`config.mk`:
```
export PLATFORM = sky130hd
export DESIGN_NAME = controller_response_rx
export DESIGN_NICKNAME = d
export VERILOG_FILES = /design/src/rtl/controller_response_rx.sv
export SDC_FILE = /design/constraint.sdc
export NUM_CORES = 1
export LEC_CHECK = 0
export CAP_MARGIN = 20
export CORE_AREA = 2 2 123 125
export DETAILED_ROUTE_END_ITERATION = 12
export DIE_AREA = 0 0 125 127
export PLACE_DENSITY = 0.82
export SLEW_MARGIN = 0
export SYNTH_ARGS = -nofsm -noshare
export SYNTH_HDL_FRONTEND = slang
export SYNTH_SLANG_ARGS = --single-unit
```
`constraint.sdc`:
```
create_clock -name PCLK -period 3.5 [get_ports PCLK]
set_input_delay 0.525 -clock PCLK [delete_from_list [all_inputs] [get_ports PCLK]]
set_output_delay 0.525 -clock PCLK [all_outputs]
set_load 0.1 [all_outputs]
```
`src/rtl/controller_response_rx.sv`:
```
// Receive side of the single-wire controller link: decodes a pulse-width coded
// reply frame into a word with a valid strobe, or raises an error strobe.
//
// state      | meaning
// -----------+-----------------------------------------------------------
// S_IDLE     | waiting for arm from the poll transmitter
// S_WAIT_ST  | armed, waiting for the first falling edge of the reply
// S_LOW      | timing a low phase (data bit or stop bit)
// S_HIGH     | timing the high phase between bits
// S_DONE     | frame accepted, valid strobe cycle
// S_ERR      | frame aborted, error strobe cycle
module controller_response_rx #(
   parameter int NUM_BITS    = 64,
   parameter int THRESH      = 200,
   parameter int MIN_LOW     = 25,
   parameter int BIT_TIMEOUT = 500,
   parameter int ARM_TIMEOUT = 20000
) (
   input  logic                PCLK,
   input  logic                PRESERN,
   input  logic                arm,
   input  logic                line_in,
   output logic [NUM_BITS-1:0] resp_data,
   output logic                resp_valid,
   output logic                resp_err,
   output logic                busy
);

   localparam int CW = $clog2(ARM_TIMEOUT + 1);
   localparam int BW = $clog2(NUM_BITS + 1);

   localparam logic [CW-1:0] C_THRESH  = CW'(THRESH);
   localparam logic [CW-1:0] C_MIN_LOW = CW'(MIN_LOW);
   localparam logic [CW-1:0] C_BIT_TO  = CW'(BIT_TIMEOUT);
   localparam logic [CW-1:0] C_ARM_TO  = CW'(ARM_TIMEOUT);
   localparam logic [BW-1:0] C_NBITS   = BW'(NUM_BITS);

   typedef enum logic [2:0] {
      S_IDLE,
      S_WAIT_ST,
      S_LOW,
      S_HIGH,
      S_DONE,
      S_ERR
   } state_t;

   state_t              r_state;
   logic                r_sync1;
   logic                r_line_s;
   logic                r_line_d;
   logic [CW-1:0]       r_cnt;
   logic [NUM_BITS-1:0] r_sh;
   logic [BW-1:0]       r_bit_cnt;
   logic [NUM_BITS-1:0] r_data;
   logic                r_valid;
   logic                r_err;

   logic                w_rise;
   logic                w_fall;
   logic [CW-1:0]       w_len;
   logic                w_short;

   assign w_rise  = r_line_s & ~r_line_d;
   assign w_fall  = ~r_line_s & r_line_d;
   // The counter clears on the cycle after the falling edge is seen, so the
   // low phase length at the rising edge is one more than the count.
   assign w_len   = r_cnt + CW'(1);
   assign w_short = (w_len < C_THRESH);

   always_ff @(posedge PCLK or negedge PRESERN) begin
      if (!PRESERN) begin
         r_sync1  <= 1'b1;
         r_line_s <= 1'b1;
         r_line_d <= 1'b1;
      end else begin
         r_sync1  <= line_in;
         r_line_s <= r_sync1;
         r_line_d <= r_line_s;
      end
   end

   always_ff @(posedge PCLK or negedge PRESERN) begin
      if (!PRESERN) begin
         r_state   <= S_IDLE;
         r_cnt     <= '0;
         r_sh      <= '0;
         r_bit_cnt <= '0;
         r_data    <= '0;
         r_valid   <= 1'b0;
         r_err     <= 1'b0;
      end else begin
         r_valid <= 1'b0;
         r_err   <= 1'b0;
         if (w_rise || w_fall) begin
            r_cnt <= '0;
         end else if (r_cnt != '1) begin
            r_cnt <= r_cnt + CW'(1);
         end

         case (r_state)
            S_IDLE: begin
               if (arm) begin
                  r_state   <= S_WAIT_ST;
                  r_cnt     <= '0;
                  r_sh      <= '0;
                  r_bit_cnt <= '0;
               end
            end
            S_WAIT_ST: begin
               if (w_fall) begin
                  r_state <= S_LOW;
                  r_cnt   <= '0;
               end else if (r_cnt >= C_ARM_TO) begin
                  r_state <= S_ERR;
                  r_err   <= 1'b1;
                  r_cnt   <= '0;
               end
            end
            S_LOW: begin
               if (w_rise) begin
                  r_cnt <= '0;
                  if (w_len < C_MIN_LOW) begin
                     r_state <= S_ERR;
                     r_err   <= 1'b1;
                  end else if (r_bit_cnt < C_NBITS) begin
                     r_sh      <= {r_sh[NUM_BITS-2:0], w_short};
                     r_bit_cnt <= r_bit_cnt + BW'(1);
                     r_state   <= S_HIGH;
                  end else if (w_short) begin
                     r_state <= S_DONE;
                     r_data  <= r_sh;
                     r_valid <= 1'b1;
                  end else begin
                     r_state <= S_ERR;
                     r_err   <= 1'b1;
                  end
               end else if (r_cnt >= C_BIT_TO) begin
                  r_state <= S_ERR;
                  r_err   <= 1'b1;
                  r_cnt   <= '0;
               end
            end
            S_HIGH: begin
               if (w_fall) begin
                  r_state <= S_LOW;
                  r_cnt   <= '0;
               end else if (r_cnt >= C_BIT_TO) begin
                  r_state <= S_ERR;
                  r_err   <= 1'b1;
                  r_cnt   <= '0;
               end
            end
            S_DONE, S_ERR: begin
               r_state <= S_IDLE;
               r_cnt   <= '0;
            end
            default: begin
               r_state <= S_IDLE;
               r_cnt   <= '0;
            end
         endcase
      end
   end

   assign resp_data  = r_data;
   assign resp_valid = r_valid;
   assign resp_err   = r_err;
   assign busy       = (r_state != S_IDLE);

endmodule
```
; Word level (Yosys, flattened, before mapping)
; Index checks and enable logic that the tools add are counted.
; W data, S select, Z words.
[op_classes]
magnitude_cmp = 5
eq_ne = 9
n_mux = 43
n_reduce_logical = 7
multipliers = 0
bitwise = 6
addsub = 2
div = 0
shifts = 0
[ops]
columns = op, n
row1 = $mux W64, 4
row2 = $pmux W64 S2, 1
row3 = $mux W15, 8
row4 = $pmux W15 S4, 1
row5 = $mux W7, 4
row6 = $mux W3, 8
row7 = $add A15 B1 Y15 const B, 1
row8 = $ge A15 B15 Y1 const B, 1
row9 = $ge A15 B9 Y1 const B, 1
row10 = $lt A15 B5 Y1 const B, 1
row11 = $lt A15 B8 Y1 const B, 1
row12 = $ne A15 B15 Y1 const B, 1
row13 = $mux W1, 14
row14 = $pmux W7 S2, 1
row15 = $pmux W3 S4, 1
row16 = $reduce_and A5 Y1, 2
row17 = $ne A2 B2 Y1 const B, 4
row18 = $add A7 B1 Y7 const B, 1
row19 = $lt A7 B7 Y1 const B, 1
row20 = $eq A3 B2 Y1 const B, 2
row21 = $not A1 Y1, 4
row22 = $eq A3 B1 Y1 const B, 1
row23 = $logic_not A3 Y1, 1
row24 = $ne A3 B3 Y1 const B, 1
row25 = 6 further kinds, 7
[totals]
ram_bits = 0
latchBits = 0
n_memories = 0
mem_bits_ro = 0
ff_bits = 158
wordCells = 82

; Longest topological paths before layout
[logic_depth]
word_depth = 7
ltp_mapped = 11
depth_no_buf = 9

; Worst setup path before layout
; Ideal clock, no wire load.
[synth_timing]
kind = register to register
start = register r_cnt[0]
end = register r_data[0], in the netlist resp_data[0]
required_ns = 3.375
stages_incl_launch_ff = 12
setup_ns = 0.125
t_arrival_ns = 2.930
path_slack_ns = 0.444
synth_period_minus_slack_ns = 3.056
path_buffers = 3
cell_sequence = dfrtp_1 -> ha_1 -> buf_2 -> nand4_4 -> nor4_1 -> xnor2_1 -> nand2_1 -> or3_4 -> or3_4 -> buf_12 -> buf_12 -> mux2_4
[synth_via]
elab_chain_len = 4
[synth_rtl]
columns = element, line
row1 = from (decl), 51  ; logic [CW-1:0] r_cnt;
row2 = from (signal assigned), 97  ; r_cnt <= r_cnt + CW'(1);
row3 = $add A15 B1 Y15 (*), 67  ; assign w_len = r_cnt + CW'(1);
row4 = $lt A15 B5 Y1, 122  ; if (w_len < C_MIN_LOW) begin
row5 = $not A1 Y1 (no source line), --
row6 = $reduce_and A5 Y1 (no source line) (*), --
row7 = to (signal assigned), 131  ; r_data <= r_sh;
row8 = to (decl), 54  ; logic [NUM_BITS-1:0] r_data;
; Mark *: on every way between the ends. The rest lies on a longest branch, timed or not.
; A chain may end at the register's enable or synchronous reset.

; Worst setup path in the final report
[layout_timing]
start = register r_cnt[0]
end = register r_data[22], in the netlist resp_data[22]
; Same word-level chain as after synthesis.

==> metrics list <==
* Status: complete, no violations
- Share of cells above drive strength 1: 18.0%
- Worst hold-check path type: in -> async
- Count of fill cells added during filler insertion: 1,119
* Primary flip-flop cell chosen by synthesis mapping: sky130_fd_sc_hd__dfrtp_1
* CTS tree: done
- Startpoint type of the worst setup path: register
- After routing, the total negative slack on setup checks comes to 0 ps.
- The floorplan step defined a die boundary enclosing 15,900 um2.
- The first global-routing pass estimated 24,000 um of wire.
* Antenna cell count: 0
- In the routed layout, each cell is associated on average with a via count of 5.53.
- Routability congestion estimate: 0.849
- The critical path in this run is classified as reg -> reg.
- Clock tree synthesis selected as its root buffer the cell sky130_fd_sc_hd__clkbuf_16.
* Drt first pass iters: 5
* Core box area: 14,400 um2
* Setup repair after global routing missed its margin: no
- Crit path max fanout: 27
- The later pin in the worst-skew pair is clocked with a latency of 430 ps.
- Leaving out fill and tap cells, the most frequent cells in the layout are sky130_fd_sc_hd__dfrtp_1, sky130_fd_sc_hd__nand2_1, sky130_fd_sc_hd__nand3_1.
- Cell internal pwr: 2900 uW
- Based on the critical path, the design can be clocked at up to 0.304 GHz.
* Commonest non-fill, non-tap cell in the layout: sky130_fd_sc_hd__dfrtp_1
- Final core utilization: 58.6%
- In the synthesized netlist the async set-or-reset flop fraction comes to 100%.
- Number of I/O pins: 71
- The clock passes through at most 2 buffers.
- Detail Route Antenna Nets: 0
- Entering global routing, the biggest net connects 137 pins.
* Synth Area in XOR/XNOR: 1.95%
- Yosys warning total: 0
- Summing the areas of all fa, ha and maj instances in the mapped netlist gives 0.870% of the synthesized area.
- Synth cell types: 54
- At the end of the flow, the number of nets in the layout was 689.
- For this block, the routed nets add up to 14,000 um of wire.
* Worst slew margin relative to its limit: 32.3%
- EDFF count, synth: 0
- Number of buffers inserted by port buffering: 70
- In this run, CTS created clock tree buffers numbering 17.
- For this run, design rule violations remaining after detail routing come to 0.
- Register bit count reported by yosys: 158
- After synthesis, the share of cell area in mux cells is 13.5%.
- In this run switching power makes up 30.7% of total power.
- Mean instance size in the synthesized netlist: 11.4 um2
* Switching pwr: 1280 uW
* Horizontal extent of the die: 125 um
- Setup violations remaining at the end of the flow were counted as 0.
* Synthesized-area fraction occupied by ao, oa, aoi and oai cells: 8.98%
* Share of synthesized area occupied by flip-flops and latches: 55.1%
- CTS HTree Levels: 4
- Arrival time of the worst setup path: 3600 ps
* VDD IR max: 0.000376 V
- The detailed router finished its first iteration with 415 violations.
- Clock-pin slew was measured on the worst setup and hold paths at 60 ps.
- Ratio of total power to cell area: 494 nW/um2
- Across all layers, the routed design uses 4,852 vias.
- Floorplan die height: 127 um
- When the netlist entered floorplanning its net count stood at 638.
- Buffers inserted to repair hold after CTS numbered 0.
- At the worst endpoint, the required time is 3810 ps.
* Number of post-CTS setup repair buffers: 0
- Post-CTS Resized: 0
* Detailed-route wire length per cell: 16.0 um
- Part of the total power dissipated in sequential elements: 45.8%
- At the pin with the least slew margin, the transition time is 1010 ps.
* Post-synthesis instance total: 629
- Max-Cap Viols: 0
- The worst path uses 93.9% of the clock period.
- After synthesis the cells add up to 7190 um2.
- For this configuration, the core starts out at a cell density of 49.8%.
- Number of sinks on the clock net: 158
* Fraction of the mapped netlist area in simple logic gates: 14.9%
- Final Hold Slack: 141 ps
- Number of global-route vias before repair: 4,803
- The number of slew-limit violations in the final report came to 0.
- The clock arrives with 6.96 ps of skew.
- HPWL after detailed placement: 8950 um
* GR Overflow Total: 0
* Initial antenna violation count: 0
- After synthesis, the largest family of logic cells by area is simple AND/OR/NAND/NOR gates.
* Fraction of power consumed by combinational cells: 14.9%
* Area grow syn2layout: 17.7%
- Global router's overall resource usage: 18.6%
- The worst setup path is captured at a register.
- The clock period could shrink to 3290 ps.
* Final count of hold timing violations: 0
- In this run the static leakage power is 0.00384 uW.
- Number of cell rows: 44
- The share of total power dissipated in the clock network is 39.4%.
final timing paths:
path / start / end / slack [ps] / depth (start not counted)
worst max-delay path: r_cnt[0] / resp_data[22] / 210 / 9
worst min-delay path: PRESERN / resp_data[47] / 140 / 1
worst max register to register: r_cnt[0] / resp_data[22] / 210 / 9
worst min register to register: r_sync1 / r_line_s / 360 / 0
max in group asynchronous: PRESERN / r_line_d / 2460 / 2
min in group PCLK: r_sync1 / r_line_s / 360 / 0
power by group through the flow:
stage                     Sequential [uW]  Clock [uW]  Combinational [uW]
after global routing                 1920        1750                 679
final                                1910        1640                 622
after CTS                            1910        1680                 625
after floorplan                      1960           0                 421
after detailed placement             1940           0                 624
after global placement               1940           0                 598
layout make-up:
class                           count  area (um2)  area share (%)
Inverter                           11        41.3           0.488
Timing Repair Buffer               79         807            9.54
Clock inverter                     15        97.6            1.15
Tap cell                          184         230            2.72
Multi-Input combinational cell    413        2900            34.3
Sequential cell                   158        3960            46.8
Clock buffer                       17         425            5.03
synth_stat cells, drive strengths merged, types with 4 or more instances:
library cell,number,share of area (%)
a21oi,19,1.3
nand2,79,4.2
xnor2,11,1.3
inv,11,0.57
clkbuf,27,1.4
mux2,65,13
o211ai,4,0.42
nor3,11,0.92
or3,4,0.49
buf,20,2.8
nor2,16,0.94
o21ai,75,5.2
nand4,5,0.85
nor4,4,0.35
ha,5,0.87
nand3,76,5.5
dfrtp,155,54
xor2,5,0.61
worst max-delay path, cell delays in order (launching register included):
cell and delay [ps]:
sky130_fd_sc_hd__dfrtp_1 480, sky130_fd_sc_hd__ha_1 260, sky130_fd_sc_hd__nand4_4 150, sky130_fd_sc_hd__nor4_1 450
sky130_fd_sc_hd__xnor2_1 180, sky130_fd_sc_hd__nand2_1 130, sky130_fd_sc_hd__or3_4 400, sky130_fd_sc_hd__or3_4 550
sky130_fd_sc_hd__buf_12 250, sky130_fd_sc_hd__mux2_4 310
registers in the layout, indices dropped and copies added (netlist names), 3 cells and up:
name,flops
resp_data,64
r_cnt,15
r_sh,64
r_state,3
r_bit_cnt,7
per-layer routing:
layer	GRT usage [%]	up-vias	routed length, um
li1	-	2303	-
met1	24.8	2375	6380
met2	29.3	153	6710
met3	4.77	21	692
met4	7.71	0	242
met5	0	-	0
per-stage QoR:
stage                     setup slack [ps]  std cells  total power, uW  instance area, um2
after CTS                              203        877             4220                8460
after floorplan                        444        629             2380                7190
after detailed placement               221        845             2570                7940
after global placement                 298        845             2540                7940
final                                  212        877             4180                8460
after global routing                  75.8        877             4340                8460
logic make-up (layout without fill, tap and decap cells):
logic type,count (synthesis),count (layout)
DFF,158,158
xor gates and xnor gates,16,16
adders and majority gates,5,5
buffers and inverters,58,122
muxes,66,66
and+or+nand+nor,211,211
AOI/OAI and AO/OA,115,115
Note: power is estimated with default switching activity, not from simulation.
